File: config.mk
export PLATFORM = sky130hd
export DESIGN_NAME = nubus_master_sched
export DESIGN_NICKNAME = d
export VERILOG_FILES = /design/src/rtl/nubus_pkg.sv /design/src/rtl/nubus_arb_contest.sv /design/src/rtl/nubus_master_sched.sv
export SDC_FILE = /design/constraint.sdc
export NUM_CORES = 1
export LEC_CHECK = 0
export BUFFER_PORTS_ARGS = -buffer_cell sky130_fd_sc_hd__clkbuf_2
export CAP_MARGIN = 20
export CORE_ASPECT_RATIO = 1.2
export CORE_MARGIN = 2
export CORE_UTILIZATION = 49
export DETAILED_ROUTE_END_ITERATION = 16
export PLACE_DENSITY = 0.76
export SLEW_MARGIN = 20
export SYNTH_ARGS = -nofsm -noshare
export SYNTH_HDL_FRONTEND = slang
export SYNTH_SLANG_ARGS = --single-unit
export TNS_END_PERCENT = 20
File: constraint.sdc
create_clock -name nub_clkn -period 2.04 [get_ports nub_clkn]
set_input_delay 0.408 -clock nub_clkn [delete_from_list [all_inputs] [get_ports nub_clkn]]
set_output_delay 0.408 -clock nub_clkn [all_outputs]
set_load 0.01 [all_outputs]
File: src/rtl/nubus_pkg.sv
// nubus_pkg: shared definitions for the NuBus bus-acquisition scheduler.
//   - state_e      : scheduler FSM states
//   - NUBUS_ID_W   : width of the NuBus card ID / arbitration bus
//   - TMO_CLKS_DEF : default watchdog limit in ownership clocks
//   - rr_pick()    : round-robin winner selection over up to 8 requesters
package nubus_pkg;

  localparam int NUBUS_ID_W   = 4;
  localparam int TMO_CLKS_DEF = 255;

  typedef enum logic [1:0] {
    ST_IDLE = 2'd0,
    ST_REQ  = 2'd1,
    ST_XFER = 2'd2,
    ST_DONE = 2'd3
  } state_e;

  // Return the first set bit of req_v at or after rr_v, wrapping modulo n.
  // The scan runs downward so the smallest distance from rr_v wins.
  // If nothing is set, rr_v comes back unchanged (the caller gates on |req).
  function automatic logic [2:0] rr_pick(input logic [7:0]  req_v,
                                         input logic [2:0]  rr_v,
                                         input int unsigned n);
    logic [3:0] idx;
    logic [2:0] pick;
    pick = rr_v;
    for (int k = 7; k >= 0; k--) begin
      idx = {1'b0, rr_v} + 4'(k);
      if (idx >= 4'(n)) begin
        idx = idx - 4'(n);
      end
      if ((32'(k) < n) && req_v[idx[2:0]]) begin
        pick = idx[2:0];
      end
    end
    return pick;
  endfunction

endpackage

File: src/rtl/nubus_arb_contest.sv
// nubus_arb_contest: NuBus distributed ID contest for one card.
//   i/o summary:
//   nub_clkn  in  bus clock (rising edge)
//   nub_reset in  synchronous active-high reset
//   slot_id   in  card ID, active-high
//   nub_arbn  in  sampled /ARB lines (active low, wired-OR)
//   mst_arbcy in  master is arbitrating
//   arb_oe    out drive /ARB[i] low (combinational)
//   arb_grant out this card holds the winning ID (registered)
module nubus_arb_contest
  import nubus_pkg::*;
(
  input  logic                  nub_clkn,
  input  logic                  nub_reset,
  input  logic [NUBUS_ID_W-1:0] slot_id,
  input  logic [NUBUS_ID_W-1:0] nub_arbn,
  input  logic                  mst_arbcy,
  output logic [NUBUS_ID_W-1:0] arb_oe,
  output logic                  arb_grant
);

  logic [NUBUS_ID_W-1:0] w_arb;
  logic [NUBUS_ID_W-1:0] w_lose;

  assign w_arb  = ~nub_arbn;
  // A higher bit that someone else drives while our ID has it clear means
  // we have lost that position; all lower bits must then be released.
  assign w_lose = w_arb & ~slot_id;

  // ID contest drivers: each bit backs off once a more significant bit is lost.
  always_comb begin
    arb_oe[3] = mst_arbcy & slot_id[3];
    arb_oe[2] = mst_arbcy & slot_id[2] & ~w_lose[3];
    arb_oe[1] = mst_arbcy & slot_id[1] & ~(|w_lose[3:2]);
    arb_oe[0] = mst_arbcy & slot_id[0] & ~(|w_lose[3:1]);
  end

  // Grant flop: the bus has settled to exactly our ID during arbitration.
  always_ff @(posedge nub_clkn) begin
    if (nub_reset) begin
      arb_grant <= 1'b0;
    end else begin
      arb_grant <= mst_arbcy & (w_arb == slot_id);
    end
  end

endmodule

File: src/rtl/nubus_master_sched.sv
// nubus_master_sched: round-robin sharing of the NuBus master controller
// among N_REQ local requesters, with transaction tracking and watchdog.
//   i/o summary:
//   nub_clkn, nub_reset      clock / synchronous active-high reset
//   slot_id                  card ID (active-high)
//   req, req_lock            per-requester level request and lock flag
//   gnt, done                one-hot served requester / end-of-transaction pulse
//   tmo_err                  one-clock watchdog pulse
//   cpu_valid, cpu_lock      start / lock controls to the master
//   mst_arbcy, mst_owner     master status
//   arb_grant, nub_arbn,
//   rqst_oe, arb_oe          NuBus contest signals
module nubus_master_sched
  import nubus_pkg::*;
#(
  parameter int N_REQ    = 2,
  parameter int TMO_CLKS = TMO_CLKS_DEF
) (
  input  logic                  nub_clkn,
  input  logic                  nub_reset,
  input  logic [NUBUS_ID_W-1:0] slot_id,
  input  logic [N_REQ-1:0]      req,
  input  logic [N_REQ-1:0]      req_lock,
  output logic [N_REQ-1:0]      gnt,
  output logic [N_REQ-1:0]      done,
  output logic                  tmo_err,
  output logic                  cpu_valid,
  output logic                  cpu_lock,
  input  logic                  mst_arbcy,
  input  logic                  mst_owner,
  output logic                  arb_grant,
  input  logic [NUBUS_ID_W-1:0] nub_arbn,
  output logic                  rqst_oe,
  output logic [NUBUS_ID_W-1:0] arb_oe
);

  localparam int SEL_W = (N_REQ > 1) ? $clog2(N_REQ) : 1;
  localparam int WD_W  = $clog2(TMO_CLKS + 1);

  state_e           r_state;
  logic [SEL_W-1:0] r_sel;
  logic [SEL_W-1:0] r_rr;
  logic             r_lock;
  logic [WD_W-1:0]  r_wdog;
  logic             r_tmo;

  logic [7:0]       w_req8;
  logic [2:0]       w_rr3;
  logic [SEL_W-1:0] w_pick;
  logic [N_REQ-1:0] w_sel_1h;

  // Widen request vector and pointer to the fixed width of the pick helper.
  always_comb begin
    w_req8             = 8'h00;
    w_req8[N_REQ-1:0]  = req;
    w_rr3              = 3'd0;
    w_rr3[SEL_W-1:0]   = r_rr;
  end

  assign w_pick   = SEL_W'(rr_pick(w_req8, w_rr3, N_REQ));
  assign w_sel_1h = N_REQ'(1) << r_sel;
  assign tmo_err  = r_tmo;
  assign rqst_oe  = mst_arbcy & ~mst_owner;

  // Scheduler FSM, round-robin pointer and ownership watchdog.
  always_ff @(posedge nub_clkn) begin
    if (nub_reset) begin
      r_state <= ST_IDLE;
      r_sel   <= '0;
      r_rr    <= '0;
      r_lock  <= 1'b0;
      r_wdog  <= '0;
      r_tmo   <= 1'b0;
    end else begin
      r_tmo <= 1'b0;
      case (r_state)
        ST_IDLE: begin
          if (|req) begin
            r_sel   <= w_pick;
            r_lock  <= req_lock[w_pick];
            r_state <= ST_REQ;
          end
        end
        ST_REQ: begin
          r_wdog <= '0;
          if (mst_owner) begin
            r_state <= ST_XFER;
          end
        end
        ST_XFER: begin
          // Counter saturates at the limit so the pulse cannot repeat.
          if (r_wdog != WD_W'(TMO_CLKS)) begin
            r_wdog <= r_wdog + WD_W'(1);
          end
          if (r_wdog == WD_W'(TMO_CLKS - 1)) begin
            r_tmo <= 1'b1;
          end
          if (!mst_owner) begin
            r_state <= ST_DONE;
          end
        end
        ST_DONE: begin
          r_rr    <= (r_sel == SEL_W'(N_REQ - 1)) ? '0 : r_sel + SEL_W'(1);
          r_state <= ST_IDLE;
        end
        default: begin
          r_state <= ST_IDLE;
        end
      endcase
    end
  end

  // Outputs decoded from registered state only.
  always_comb begin
    gnt       = '0;
    done      = '0;
    cpu_valid = 1'b0;
    cpu_lock  = 1'b0;
    case (r_state)
      ST_REQ: begin
        gnt       = w_sel_1h;
        cpu_valid = 1'b1;
        cpu_lock  = r_lock;
      end
      ST_XFER: begin
        gnt      = w_sel_1h;
        cpu_lock = r_lock;
      end
      ST_DONE: begin
        done = w_sel_1h;
      end
      default: begin
        gnt = '0;
      end
    endcase
  end

  nubus_arb_contest u_contest (
    .nub_clkn  (nub_clkn),
    .nub_reset (nub_reset),
    .slot_id   (slot_id),
    .nub_arbn  (nub_arbn),
    .mst_arbcy (mst_arbcy),
    .arb_oe    (arb_oe),
    .arb_grant (arb_grant)
  );

endmodule

==> Yosys cells after proc, flatten, opt, wreduce, memory -nomap -nowiden <==
Cells that the tools add are included.
{ "word_totals": {"out_inout_bits": 13, "wordCells": 77, "reg_bits": 15} }
{ "classes": {"n_reduce_logical": 10, "n_shift": 1, "magnitude_cmp": 5, "n_mux": 22, "n_bitwise": 17, "n_addsub": 5, "n_eq_ne": 10} }
{ "ops": {"columns": ["op", "count"], "rows": [
  ["8-bit one-hot mux with 2 select lines", 1],
  ["1-bit two-way mux", 10],
  ["2-bit two-way mux", 5],
  ["1-bit AND", 9],
  ["8-bit by 1-bit adder with 8-bit output (second input constant)", 1],
  ["8-bit == test (second input constant)", 1],
  ["3-bit by 4-bit < comparator with 1-bit output (second input constant)", 2],
  ["8-bit two-way mux", 1],
  ["2-bit inequality test (second input constant)", 4],
  ["8-bit inequality test (second input constant)", 1],
  ["4-bit NOT", 2],
  ["2-bit one-hot mux with 4 select lines", 1],
  ["2-bit OR reduction", 4],
  ["1-bit binary-select mux with 3-bit select", 2],
  ["3-bit two-way mux", 2],
  ["1-bit NOT", 5],
  ["4-bit AND", 1],
  ["2-bit == test (second input constant)", 2],
  ["4-bit == test", 1],
  ["2-bit AND reduction", 2],
  ["3-bit AND reduction", 1],
  ["3-bit OR reduction", 1],
  ["1-bit by 2-bit subtractor with 3-bit output (second input constant)", 1],
  ["2-bit by 2-bit subtractor with 3-bit output (second input constant)", 1],
  ["other kinds (9)", 9]
]} }

==> Longest topological paths before layout <==
{ "logic_depth": {"word_depth": 9, "depth_mapped": 7, "mapped_depth_nobuf": 6} }

==> Hierarchy <==
From an unflattened synthesis, not the netlist that was laid out.
{ "unflattened": {"cells_unflattened": 123, "hier_area_um2": 1012.2} }
{ "modules_own_cells": {"columns": ["mod", "area_per_inst_um2", "n_inst", "cells_each", "seq_area_each_um2"], "rows": [
  ["nubus_master_sched", 870.8, 1, 104, 280.3],
  ["nubus_arb_contest", 141.4, 1, 19, 20.0]
]} }

==> Worst setup path after synthesis <==
OpenSTA, ideal clock, no wires.
{ "synth_path": {"path_type": "input -> output", "from": "input port slot_id[3]", "to": "output port arb_oe[0]", "path_slack_ps": 427, "stages": 4, "required_ps": 1632, "arrival_ps": 1205, "path_buffers": 0, "path_cell_list": "inv_1 -> ha_1 -> nand2b_1 -> nor4b_1"} }
{ "synth_via": {"elab_chain_len": 5} }
{ "synth_lines": {"columns": ["item", "line_no", "rtl"], "rows": [
  ["start: declaration", "nubus_master_sched.sv:21", "input logic [NUBUS_ID_W-1:0] slot_id,"],
  ["4-bit NOT", "nubus_arb_contest.sv:28", "assign w_lose = w_arb & ~slot_id;"],
  ["4-bit AND", "nubus_arb_contest.sv:28", null],
  ["3-bit OR reduction", "nubus_arb_contest.sv:35", "arb_oe[0] = mst_arbcy & slot_id[0] & ~(|w_lose[3:1]);"],
  ["1-bit NOT", "nubus_arb_contest.sv:35", null],
  ["1-bit AND", "nubus_arb_contest.sv:35", null],
  ["end: declaration", "nubus_master_sched.sv:34", "output logic [NUBUS_ID_W-1:0] arb_oe"]
]} }
No other way between the ends.

==> Worst setup path after layout <==
{ "layout_path": {"from": "register r_state[1]", "to": "output port gnt[0]"} }
{ "layout_via": {"elab_chain_len": 3, "word_cells_on_any_way": 4, "cone_classes": "eq/ne (2); mux (1); reduce/logical (1)"} }
{ "layout_lines": {"columns": ["item", "line_no", "rtl"], "rows": [
  ["start: declaration", "nubus_master_sched.sv:40", "state_e r_state;"],
  ["start signal: assignment", "nubus_master_sched.sv:68", "r_state <= ST_IDLE;"],
  ["start signal: assignment", "nubus_master_sched.sv:81", "r_state <= ST_REQ;"],
  ["start signal: assignment", "nubus_master_sched.sv:87", "r_state <= ST_XFER;"],
  ["2-bit == test / 2-bit by 1-bit == test with 1-bit output (equally long branches)", "nubus_master_sched.sv:119", "case (r_state)"],
  ["2-bit OR reduction (no source line) (*)", null, null],
  ["2-bit two-way mux (*)", "nubus_master_sched.sv:119", null],
  ["end: declaration", "nubus_master_sched.sv:24", "output logic [N_REQ-1:0] gnt,"]
]} }
Mark *: on every way between the ends. The rest lies on a longest branch, timed or not.

==> flow_metrics.env <==
export IMPL_synthCells=113
export IMPL_pwr_share_clk_pct=18.3
export IMPL_totalPowerFinal_uw=976
export IMPL_ios=29
export IMPL_die_w_um=43.9
export IMPL_first_iter_violations=7
export IMPL_skew_ns=0.00372
export IMPL_dieHeight_um=51.9
export IMPL_synthTopCellsByArea="dfxtp_1 32%, ha_1 13%, inv_1 4.0%, nor2_1 4.0%, nor2b_1 4.0%"
export IMPL_antennaDiodeCount=0
export IMPL_nFillCells=160
export IMPL_whs_ns=0.377
export IMPL_setup_worst_path_class="reg2out"
export IMPL_swShare_pct=39.9
export IMPL_port_buffers=28
export IMPL_period_needed_ns=1.83
export IMPL_row_count=17
export IMPL_yosys_cell_count_top_type="dfxtp_1"
export IMPL_worstMarginPinSlew_ns=0.380
export IMPL_finalSetupViolCount=0
export IMPL_synth_top_area_share_pct=32.0
export IMPL_num_vias=882
export IMPL_dieArea_um2=2280
export IMPL_ys_warn_count=0
export IMPL_finalNonFillerCells=162
export IMPL_synth_seq_cells=15
export IMPL_synth_edf_count=0
export IMPL_vdd_ir_drop_max_uv=547
export IMPL_clkLatencyLatePin_ns=0.29
export IMPL_viasPerCell=5.44
export IMPL_crit_slowest_cell="dfxtp_1"
export IMPL_final_layout_size_suffix_gt1_share_pct=23.1
export IMPL_antenna_found_initial=0
export IMPL_rsz0062_at_grt="no"
export IMPL_hold_class="in2reg"
export IMPL_synthFlopType="dfxtp_1"
export IMPL_path_clk_slew_ns=0.09
export IMPL_pwr_density_cell_nw_per_um2=875
export IMPL_grt_use_total_pct=18.3
export IMPL_cap_violations=0
export IMPL_cts_buffers=3
export IMPL_route_detailed_drc=0
export IMPL_pwr_share_comb_pct=44.2
export IMPL_p_int_uw=587
export IMPL_finalCritPeriodShare_pct=89.5
export IMPL_wirelength_mm=1.82
export IMPL_max_slew_margin_pct=74.7
export IMPL_rrSetupSlack_ns=0.31
export IMPL_dpl_cell_area_um2=1090
export IMPL_post_dp_hpwl_mm=1.45
export IMPL_overflow=0
export IMPL_syn_nets=139
export IMPL_netSwitchingPower_uw=389
export IMPL_core_area_um2=1830
export IMPL_synth_seq_area_share_pct=32.0
export IMPL_nets=170
export IMPL_critical_path_buf_inv_count=2
export IMPL_max_freq_ghz=0.548
export IMPL_seq_power_share_pct=37.5
export IMPL_yosys_top_cells_count="15 x dfxtp_1, 10 x ha_1, 10 x inv_1, 10 x nor2_1, 8 x nand2_1"
export IMPL_synth_largest_area_cell="dfxtp_1"
export IMPL_hold_viol=0
export IMPL_worstSetupEndpointType="output port"
export IMPL_crit_fanout=4
export IMPL_critPathTopFamily="flip-flops"
export IMPL_holdBufCountCts=0
export IMPL_dp_cells=158
export IMPL_htree_levels=1
export IMPL_final_area_um2=1110
export IMPL_cts_setup_buffers=0
export IMPL_p_leak_nw=0.505
export IMPL_cts_tree="done"
export IMPL_gp_congestion=0.768
export IMPL_cts_resized=0
export IMPL_grt_max_degree=16
export IMPL_synth_area_um2=937
export IMPL_async_flop_share_pct=0
export IMPL_status="complete, no violations"
export IMPL_synthToLayoutAreaGrowth_pct=19.0
export IMPL_cp_arrival_ns=1.42
export IMPL_initial_core_util_pct=51.2
export IMPL_path_cells="inv_1, ha_1, nor2b_1, clkbuf_2"
export IMPL_slew_violations=0
export IMPL_cpPeakStageDelay_ns=0.39
export IMPL_firstDrtPassIters=4
export IMPL_cts_root_buf="clkbuf_4"
export IMPL_grt_pass1_wl_mm=3.12
export IMPL_ant_nets=0
export IMPL_grt_pass1_vias=737
export IMPL_crit_required_ns=1.63
export IMPL_syn_avg_cell_area_um2=8.29
export IMPL_wl_per_cell_um=11.2
export IMPL_cp_start_kind="flop"
export IMPL_fin_tns_setup_ns=0
export IMPL_clk_path_buf_depth=2
export IMPL_cts_sinks=15
export IMPL_ys_types=34
[power groups by stage]
stage	Sequential, mW	Clock [mW]	Combinational (mW)
2_1_floorplan	0.364	0	0.313
3_3_place_gp	0.370	0	0.420
3_5_place_dp	0.373	0	0.433
4_1_cts	0.367	0.183	0.437
5_1_grt	0.373	0.198	0.492
6_report	0.366	0.178	0.431
[logic make-up (layout without fill, tap and decap cells)]
logic type / Yosys count / in the layout / synth area share, %
buffers and inverters: 12 / 42 / 5.34
xor gates and xnor gates: 1 / 1 / 0.935
adders and majority gates: 10 / 10 / 13.4
muxes: 2 / 2 / 2.14
DFF: 15 / 15 / 32.0
AOI/OAI and AO/OA: 19 / 19 / 15.0
and+or+nand+nor: 54 / 54 / 31.2
[through the flow]
| step | setup slack (ns) | utilization (%) |
|---|---|---|
| 6_report | 0.214 | 60.9 |
| 2_1_floorplan | 0.427 | - |
| 3_3_place_gp | 0.359 | 59.5 |
| 5_1_grt | 0.136 | 60.9 |
| 4_1_cts | 0.188 | 60.9 |
| 3_5_place_dp | 0.321 | 59.5 |
[worst paths after layout]
check             cells past startpoint                   to  startpoint
setup reg to reg                      6            r_wdog[6]  r_state[0]
setup / recovery                      4               gnt[0]  r_state[1]
hold / removal                        3  u_contest.arb_grant   mst_arbcy
hold reg to reg                       2               r_lock      r_lock
[tightest hold or removal path, cell delays in order]
cell and delay [ns]:
clkbuf_2 0.10, nand3b_1 0.08, nor3_1 0.04
[area by class of cell]
cell class / instances / area [um2] / area share (%)
Clock buffer: 4 / 26.3 / 2.36
Sequential cell: 15 / 300 / 26.9
Timing Repair Buffer: 28 / 140 / 12.6
Tap cell: 19 / 23.8 / 2.13
Inverter: 10 / 37.5 / 3.37
Multi-Input combinational cell: 86 / 587 / 52.6
[placed cells by master (no fill, tap or decap)]
| cell | count |
|---|---|
| inv_1 | 10 |
| a2111oi_1 | 1 |
| nor2_1 | 10 |
| ha_1 | 10 |
| or3_1 | 3 |
| o211ai_1 | 2 |
| a211oi_1 | 1 |
| o21ai_0 | 2 |
| a31oi_1 | 1 |
| xnor2_1 | 1 |
| nor3_1 | 5 |
| a21oi_1 | 5 |
| nand3b_1 | 1 |
| nor4b_1 | 1 |
| clkbuf_4 | 3 |
| nand4b_1 | 1 |
| nand3_1 | 4 |
| a41oi_1 | 1 |
| nand2_1 | 8 |
| and3_1 | 1 |
| and4_1 | 2 |
| a221oi_2 | 1 |
| nand2b_1 | 4 |
| nand4_1 | 4 |
| o21a_1 | 1 |
| clkbuf_2 | 28 |
| and2_1 | 4 |
| clkbuf_1 | 1 |
| o21ai_2 | 1 |
| nor2b_1 | 6 |
| o31a_1 | 1 |
| a32oi_1 | 1 |
| mux2i_1 | 2 |
| dfxtp_1 | 15 |
| o311ai_0 | 1 |
[layer usage]
metal  vias to the layer above  part of all wire [%]  GRT usage (%)  wire length [um]
met5                         -                     0              0                 0
met4                         0                   2.5           10.6                46
met3                         5                   4.0           3.47                72
met2                        16                    51           27.2               922
met1                       398                    43           24.4               780
li1                        463                     -              -                 -
[state kept, by name, indices dropped and copies added (netlist names)]
register             cells
r_sel                    1
r_state                  2
tmo_err                  1
u_contest.arb_grant      1
r_rr                     1
r_lock                   1
r_wdog                   8
(Power assumes the default switching activity.)
